==> config.mk <==
export PLATFORM = sky130hd
export DESIGN_NAME = sram_fifo_ctrl_flat
export DESIGN_NICKNAME = d
export VERILOG_FILES = /design/src/rtl/sram_fifo_ctrl_pkg.sv /design/src/rtl/sram_fifo_ctrl_if.sv /design/src/rtl/sram_fifo_ctrl_out_buf.sv /design/src/rtl/sram_fifo_ctrl.sv /design/src/flat_wrapper.sv
export SDC_FILE = /design/constraint.sdc
export NUM_CORES = 1
export LEC_CHECK = 0
export ABC_AREA = 1
export BUFFER_PORTS_ARGS = -buffer_cell sky130_fd_sc_hd__buf_2
export CAP_MARGIN = 20
export CORE_AREA = 2 2 141 143
export CTS_BUF_LIST = sky130_fd_sc_hd__clkbuf_8
export CTS_CLUSTER_DIAMETER = 150
export DETAILED_ROUTE_END_ITERATION = 8
export DIE_AREA = 0 0 143 145
export PLACE_DENSITY = 0.51
export SLEW_MARGIN = 20
export SYNTH_ARGS = -nofsm -noshare
export SYNTH_HDL_FRONTEND = slang
export SYNTH_SLANG_ARGS = --single-unit
==> constraint.sdc <==
create_clock -name clk -period 8.25 [get_ports clk]
set_input_delay 1.65 -clock clk [delete_from_list [all_inputs] [get_ports clk]]
set_output_delay 1.65 -clock clk [all_outputs]
set_load 0.05 [all_outputs]
==> src/rtl/sram_fifo_ctrl_pkg.sv <==
// rtl/sram_fifo_ctrl_pkg.sv - shared sizes and types for the SRAM-backed FIFO controller
package fifo_pkg;
    localparam int DATA_WIDTH = 32;
    localparam int ADDR_WIDTH = 8;
    localparam int NUM_WMASKS = 4;
    localparam int RAM_DEPTH  = 1 << ADDR_WIDTH;

    // Width able to hold every occupancy value from 0 up to RAM_DEPTH+2.
    function automatic int cnt_width(input int depth);
        return $clog2(depth + 3);
    endfunction

    localparam int CNT_WIDTH = cnt_width(RAM_DEPTH);

    typedef logic [ADDR_WIDTH-1:0] addr_t;
endpackage

==> src/rtl/sram_fifo_ctrl_if.sv <==
// rtl/sram_fifo_ctrl_if.sv - write and read valid/ready streams of the FIFO controller
interface sram_fifo_ctrl_if #(parameter int DATA_WIDTH = 32);
    logic                  wr_valid;
    logic                  wr_ready;
    logic [DATA_WIDTH-1:0] wr_data;
    logic                  rd_valid;
    logic                  rd_ready;
    logic [DATA_WIDTH-1:0] rd_data;

    // Producer/consumer side.
    modport master (output wr_valid, wr_data, rd_ready, input wr_ready, rd_valid, rd_data);
    // FIFO side.
    modport slave  (input wr_valid, wr_data, rd_ready, output wr_ready, rd_valid, rd_data);
endinterface

==> src/rtl/sram_fifo_ctrl_out_buf.sv <==
// rtl/sram_fifo_ctrl_out_buf.sv - 2-entry in-order prefetch buffer giving first-word-fall-through
module fifo_out_buf
    import fifo_pkg::*;
#(
    parameter int DW = DATA_WIDTH
) (
    input  logic          clk,
    input  logic          rst_n,
    input  logic          clear,
    input  logic          load,
    input  logic [DW-1:0] din,
    input  logic          pop,
    output logic [DW-1:0] dout,
    output logic          valid,
    output logic [1:0]    cnt
);
    logic [DW-1:0] ent0_q, ent0_d, ent1_q, ent1_d;
    logic [1:0]    cnt_q, cnt_d;
    logic          do_pop;

    assign do_pop = pop & (cnt_q != 2'd0);
    assign dout   = ent0_q;
    assign valid  = (cnt_q != 2'd0);
    assign cnt    = cnt_q;

    // Next entries: ent0 is always the head; a pop shifts ent1 forward.
    always_comb begin
        ent0_d = ent0_q;
        ent1_d = ent1_q;
        cnt_d  = cnt_q;
        if (clear) begin
            cnt_d = 2'd0;
        end else begin
            case ({load, do_pop})
                2'b10: begin
                    if (cnt_q == 2'd0) ent0_d = din;
                    else               ent1_d = din;
                    cnt_d = cnt_q + 2'd1;
                end
                2'b01: begin
                    ent0_d = ent1_q;
                    cnt_d  = cnt_q - 2'd1;
                end
                2'b11: begin
                    if (cnt_q == 2'd1) begin
                        ent0_d = din;
                    end else begin
                        ent0_d = ent1_q;
                        ent1_d = din;
                    end
                end
                default: ;
            endcase
        end
    end

    // Buffer registers.
    always_ff @(posedge clk or negedge rst_n) begin
        if (!rst_n) begin
            ent0_q <= '0;
            ent1_q <= '0;
            cnt_q  <= 2'd0;
        end else begin
            ent0_q <= ent0_d;
            ent1_q <= ent1_d;
            cnt_q  <= cnt_d;
        end
    end
endmodule

==> src/rtl/sram_fifo_ctrl.sv <==
// rtl/sram_fifo_ctrl.sv - single-clock FIFO controller over a 1rw1r SRAM macro
module sram_fifo_ctrl
    import fifo_pkg::*;
(
    input  logic                  clk,
    input  logic                  rst_n,
    input  logic                  flush,
    sram_fifo_ctrl_if.slave       s_if,
    output logic [ADDR_WIDTH+1:0] count,
    output logic                  sram_csb0,
    output logic                  sram_web0,
    output logic [NUM_WMASKS-1:0] sram_wmask0,
    output addr_t                 sram_addr0,
    output logic [DATA_WIDTH-1:0] sram_din0,
    output logic                  sram_csb1,
    output addr_t                 sram_addr1,
    input  logic [DATA_WIDTH-1:0] sram_dout1
);
    localparam int CW = ADDR_WIDTH + 2;

    addr_t                wptr_q, wptr_d, rptr_q, rptr_d;
    logic [CNT_WIDTH-1:0] mem_cnt_q, mem_cnt_d;
    logic                 inflight_q, inflight_d;
    logic [1:0]           ob_cnt;
    logic [2:0]           ob_pending;
    logic                 wr_ready_w, push, pop, fetch, ob_valid;
    logic [DATA_WIDTH-1:0] ob_data;

    // Readiness uses the registered SRAM occupancy, so a same-cycle fetch never raises it.
    assign wr_ready_w = rst_n & (mem_cnt_q < CNT_WIDTH'(RAM_DEPTH)) & ~flush;
    assign push       = s_if.wr_valid & wr_ready_w;
    assign pop        = ob_valid & s_if.rd_ready;
    // Slots the buffer will have committed after this edge; a fetch needs one free.
    assign ob_pending = {1'b0, ob_cnt} + {2'b00, inflight_q} - {2'b00, pop};
    assign fetch      = (mem_cnt_q != '0) & (ob_pending < 3'd2) & ~flush;

    assign s_if.wr_ready = wr_ready_w;
    assign s_if.rd_valid = ob_valid;
    assign s_if.rd_data  = ob_data;

    assign sram_csb0   = ~push;
    assign sram_web0   = 1'b0;
    assign sram_wmask0 = '1;
    assign sram_addr0  = wptr_q;
    assign sram_din0   = s_if.wr_data;
    assign sram_csb1   = ~fetch;
    assign sram_addr1  = rptr_q;

    assign count = CW'(mem_cnt_q) + CW'(inflight_q) + CW'(ob_cnt);

    // Pointer and counter next state; flush drops everything including the returning word.
    always_comb begin
        wptr_d     = wptr_q;
        rptr_d     = rptr_q;
        mem_cnt_d  = mem_cnt_q;
        inflight_d = inflight_q;
        if (flush) begin
            wptr_d     = '0;
            rptr_d     = '0;
            mem_cnt_d  = '0;
            inflight_d = 1'b0;
        end else begin
            wptr_d     = wptr_q + addr_t'(push);
            rptr_d     = rptr_q + addr_t'(fetch);
            mem_cnt_d  = mem_cnt_q + CNT_WIDTH'(push) - CNT_WIDTH'(fetch);
            inflight_d = fetch;
        end
    end

    // Controller state registers.
    always_ff @(posedge clk or negedge rst_n) begin
        if (!rst_n) begin
            wptr_q     <= '0;
            rptr_q     <= '0;
            mem_cnt_q  <= '0;
            inflight_q <= 1'b0;
        end else begin
            wptr_q     <= wptr_d;
            rptr_q     <= rptr_d;
            mem_cnt_q  <= mem_cnt_d;
            inflight_q <= inflight_d;
        end
    end

    fifo_out_buf #(.DW(DATA_WIDTH)) u_out_buf (
        .clk   (clk),
        .rst_n (rst_n),
        .clear (flush),
        .load  (inflight_q & ~flush),
        .din   (sram_dout1),
        .pop   (pop),
        .dout  (ob_data),
        .valid (ob_valid),
        .cnt   (ob_cnt)
    );
endmodule

==> src/flat_wrapper.sv <==
// flat-port wrapper written by rule: the top's interface ports become plain ports
module sram_fifo_ctrl_flat import fifo_pkg::*;
  (clk, rst_n, flush, count, sram_csb0, sram_web0, sram_wmask0, sram_addr0, sram_din0, sram_csb1, sram_addr1, sram_dout1, s_if_wr_valid, s_if_wr_data, s_if_rd_ready, s_if_wr_ready, s_if_rd_valid, s_if_rd_data);
  sram_fifo_ctrl_if #(.DATA_WIDTH(DATA_WIDTH)) s_if_i ();
  input  logic clk;
  input  logic rst_n;
  input  logic flush;
  output logic [ADDR_WIDTH+1:0] count;
  output logic sram_csb0;
  output logic sram_web0;
  output logic [NUM_WMASKS-1:0] sram_wmask0;
  output addr_t sram_addr0;
  output logic [DATA_WIDTH-1:0] sram_din0;
  output logic sram_csb1;
  output addr_t sram_addr1;
  input  logic [DATA_WIDTH-1:0] sram_dout1;
  input wire logic [$bits(s_if_i.wr_valid)-1:0] s_if_wr_valid;
  input wire logic [$bits(s_if_i.wr_data)-1:0] s_if_wr_data;
  input wire logic [$bits(s_if_i.rd_ready)-1:0] s_if_rd_ready;
  output wire logic [$bits(s_if_i.wr_ready)-1:0] s_if_wr_ready;
  output wire logic [$bits(s_if_i.rd_valid)-1:0] s_if_rd_valid;
  output wire logic [$bits(s_if_i.rd_data)-1:0] s_if_rd_data;
  assign s_if_i.wr_valid = s_if_wr_valid;
  assign s_if_i.wr_data = s_if_wr_data;
  assign s_if_i.rd_ready = s_if_rd_ready;
  assign s_if_wr_ready = s_if_i.wr_ready;
  assign s_if_rd_valid = s_if_i.rd_valid;
  assign s_if_rd_data = s_if_i.rd_data;
  sram_fifo_ctrl u_core (.clk(clk), .rst_n(rst_n), .flush(flush), .s_if(s_if_i), .count(count), .sram_csb0(sram_csb0), .sram_web0(sram_web0), .sram_wmask0(sram_wmask0), .sram_addr0(sram_addr0), .sram_din0(sram_din0), .sram_csb1(sram_csb1), .sram_addr1(sram_addr1), .sram_dout1(sram_dout1));
endmodule
==> impl_table.tex <==
\begin{tabular}{lr}
\hline
Metric & Value \\
\hline
\multicolumn{2}{l}{\textbf{Global routing}} \\
Number of global-route vias before repair & 4483 \\
GR Overflow Total & 0 \\
Number of antenna violations at the first check in global routing & 0 \\
Maximum number of pins on one net before global-route repair & 65 \\
Global-route usage over all layers & 13.9\% \\
Wire length of the first global-routing pass & $\sim$23 mm \\
\multicolumn{2}{l}{\textbf{Timing}} \\
Pins Over Slew Limit & 0 \\
Final worst hold slack & 0.480 ns \\
Number of failing setup endpoints in the final timing report & 0 \\
Relative slew slack & between 40\% and 50\% \\
Setup tns final & 0 ns \\
RSZ-0062 raised after global routing & no \\
Number of failing hold endpoints at the final stage & 0 \\
Slew @ Worst Pin & 0.880 ns \\
Maximum clock frequency & approximately 180 MHz \\
Max Clock Skew & 0.0152 ns \\
Post-layout minimum cycle time & 5.53 ns \\
Final worst-path setup slack & between 2 and 3 ns \\
Final Cycle Share & around 67\% \\
\multicolumn{2}{l}{\textbf{Clock tree}} \\
Clock Tree Buf Depth & 2 \\
Clock latency reported for the late side of the worst-skew pair & 0.38 ns \\
Resize count post-CTS & 0 \\
CTS sink cnt & between 90 and 100 \\
TritonCTS clock tree & done \\
Postcts setup bufs & 0 \\
Clock transition at path regs & 0.09 ns \\
Library cell used as clock root buffer & sky130\_fd\_sc\_hd\_\_clkbuf\_8 \\
Maximum level of the CTS H-tree & 3 \\
Hold Buf Count CTS & 0 \\
Number of buffers inserted during clock tree synthesis & 9 \\
\multicolumn{2}{l}{\textbf{Logic synthesis}} \\
Synth area leaders & sky130\_fd\_sc\_hd\_\_dfrtp\_1 40\%, sky130\_fd\_sc\_hd\_\_nand2\_1 17\%, sky130\_fd\_sc\_hd\_\_inv\_1 7.3\%, sky130\_fd\_sc\_hd\_\_ha\_1 5.7\%, sky130\_fd\_sc\_hd\_\_buf\_4 5.1\% \\
Largest area contributor in the netlist & sky130\_fd\_sc\_hd\_\_dfrtp\_1 \\
Count of flip-flops with a built-in enable after synthesis & 0 \\
Area of the mapped netlist & 5690 um2 \\
Post-synthesis register bit count & 92 \\
Proportion of register bits with asynchronous set or reset after synthesis & 100\% \\
Cell variety after synth & 27 \\
Count of warnings emitted by yosys & 0 \\
Post-Syn Area per Cell & about 7.4 um2 \\
Seq/Total Area, Yosys & 40.5\% \\
Predominant post-synthesis flop cell & sky130\_fd\_sc\_hd\_\_dfrtp\_1 \\
Fraction of synthesized cell area taken by the top area cell type & 40.5\% \\
Mapped Cells & $\sim$770 \\
\multicolumn{2}{l}{\textbf{Die}} \\
Effective utilization at floorplan & 29.6\% \\
Die Wd & 143 um \\
Placeable Area & 19200 um2 \\
Chip height & $\sim$150 um \\
Row cnt & 51 \\
Number of I/O pins & 168 \\
Die ar. & roughly 21000 um2 \\
\multicolumn{2}{l}{\textbf{Routing}} \\
Post-DR wirelength/cell & 12.5 um \\
Average vias per placed instance & $\sim$4.2 \\
Wire length reported by the detailed router & 13.7 mm \\
Remaining design rule violation count & 0 \\
First-pass iteration count of the detailed router & 6 \\
Number of design-rule violations left by the first detailed-router iteration & 157 \\
Number of nets with antenna violations after routing & 0 \\
Vias & about 4600 \\
\multicolumn{2}{l}{\textbf{Cells and area}} \\
\# fillers & 2119 \\
Final design area excluding fillers & between 6000 and 7000 um2 \\
Layout overhead on the synthesized area & 11.0\% \\
Commonest cells after routing, fill and taps aside & 256 x sky130\_fd\_sc\_hd\_\_nand2\_1, 111 x sky130\_fd\_sc\_hd\_\_inv\_1, 97 x sky130\_fd\_sc\_hd\_\_buf\_2 \\
Layout cell share with drive strength beyond 1 & 15.4\% \\
Final design utilization & 32.9\% \\
NumNets Final & just over 900 \\
Commonest non-fill, non-tap cell in the layout & sky130\_fd\_sc\_hd\_\_nand2\_1 \\
\multicolumn{2}{l}{\textbf{Placement}} \\
Placed cell areas & 6100 um2 \\
Detailed-placement wirelength estimate & 8.98 mm \\
Placer Congestion & 0.761 \\
Number of port buffers & 98 \\
Worst slack, placed & 2.71 ns \\
\multicolumn{2}{l}{\textbf{Critical path}} \\
CP max stage delay & 0.48 ns \\
Cell family with most CP delay & simple AND/OR/NAND/NOR gates \\
Buffers and inverters on the worst path & 5 \\
Data required time at the worst endpoint & roughly 6.6 ns \\
Crit path cell chain & buf\_2 > inv\_1 > nor2\_4 > ha\_1 > or2\_2 > fa\_1 > inv\_1 > a21oi\_1 > o211ai\_1 > nor2\_1 > inv\_1 > buf\_2 \\
Start-to-end type of the worst setup path & input pin to output port \\
Kind of start point of the critical path & input pin \\
Master of the slowest instance on the critical path & sky130\_fd\_sc\_hd\_\_fa\_1 \\
CP max FO & 10 \\
CP most frequent cell & sky130\_fd\_sc\_hd\_\_inv\_1 \\
Type of destination of the critical path & output port \\
Arrival @ worst endpoint & 3.88 ns \\
\multicolumn{2}{l}{\textbf{Power}} \\
Power density cells & 387 nW/um2 \\
Static Leak & 0.00333 uW \\
VDD IR-drop max & $\sim$0.28 mV \\
\multicolumn{2}{l}{\textbf{Hold path}} \\
Class of the tightest hold or removal check & flip-flop to flip-flop \\
\multicolumn{2}{l}{\textbf{Outcome}} \\
Result of the run & complete, no violations \\
\multicolumn{2}{l}{\textbf{Flow run}} \\
Total of max-cap violations & 0 \\
\hline
\end{tabular}
registers in the layout, summed over array words and instances (netlist names):
signal	count
u_core.sram_addr0	8
u_core.u_out_buf.ent1_q	32
u_core.inflight_q	1
u_core.u_out_buf.dout	32
u_core.sram_addr1	8
u_core.u_out_buf.cnt	2
u_core.mem_cnt_q	9
metal layers:
metal	GRT usage [%]	part of all wire [%]	vias to the layer above
met1	18.5	48	2036
li1	-	-	2443
met2	22.1	46	89
met4	3.47	0.91	0
met5	0	0	-
met3	3.83	5.3	9
cells in the mapped netlist (3+ instances only):
master	count
sky130_fd_sc_hd__dfrtp_1	92
sky130_fd_sc_hd__ha_1	26
sky130_fd_sc_hd__nand3_1	12
sky130_fd_sc_hd__clkbuf_1	10
sky130_fd_sc_hd__a21oi_1	18
sky130_fd_sc_hd__fa_1	4
sky130_fd_sc_hd__nand2_1	256
sky130_fd_sc_hd__o211ai_1	28
sky130_fd_sc_hd__buf_4	39
sky130_fd_sc_hd__nor2_4	3
sky130_fd_sc_hd__buf_6	3
sky130_fd_sc_hd__o21ai_0	50
sky130_fd_sc_hd__nor2_1	49
sky130_fd_sc_hd__xor2_1	8
sky130_fd_sc_hd__o21ai_1	32
sky130_fd_sc_hd__buf_2	16
sky130_fd_sc_hd__inv_1	110
sky130_fd_sc_hd__nand2_2	3
where the power goes:
part,internal (uW),switching [uW],leakage [uW],total (uW)
sequential,623,104,0.00118,727
combinational,389,1000,0.00205,1390
clock,149,176,0.000104,324
final timing paths:
path                                                 from                   endpoint  slack [ns]  depth (start not counted)
worst min-delay path            u_core.u_out_buf.dout[15]  u_core.u_out_buf.dout[15]        0.48                          2
worst min register to register  u_core.u_out_buf.dout[15]  u_core.u_out_buf.dout[15]        0.48                          2
worst max register to register    u_core.u_out_buf.cnt[1]        u_core.mem_cnt_q[6]        4.10                         20
worst max-delay path                        s_if_rd_ready                  sram_csb1        2.72                         12
min in group asynchronous                           rst_n   u_core.u_out_buf.dout[9]        1.22                          1
max in group asynchronous                           rst_n       u_core.sram_addr1[7]        5.81                          2
stage by stage:
step / cells / total power, uW
floorplan: 775 / 1880
global placement: 1072 / 2130
detailed placement: 1072 / 2140
CTS: 1088 / 2480
global route: 1088 / 2680
finish: 1089 / 2440
cells by family after synthesis:
logic type	after synthesis	share of synthesized area, %
AND/OR/NAND/NOR	330	23.1
buffers and inverters	180	15.2
AO/OA/AOI/OAI	130	12.7
flip-flops	92	40.5
adder cells (fa/ha/maj)	30	7.13
XOR/XNOR	8	1.23
other	2	0.132
layout make-up:
type	count	area (um2)	share of cell area [%]
diodes	1	2.50	0.0397
inverters	112	420	6.66
clock buffers	10	138	2.18
flip-flops and latches	92	2300	36.5
multi-input cells	503	2540	40.3
clock inverters	6	63.8	1.01
repair buffers	100	508	8.05
well taps	265	332	5.25
worst register-to-register path: cells and delay by family, from the launching register on:
family | cells | cell delay (ns)
buf+inv | 3 | 0.24
simple gates | 9 | 1.29
compound gates | 2 | 0.21
flops | 1 | 0.49
fa+ha+maj | 6 | 1.81
(Power assumes the default switching activity.)
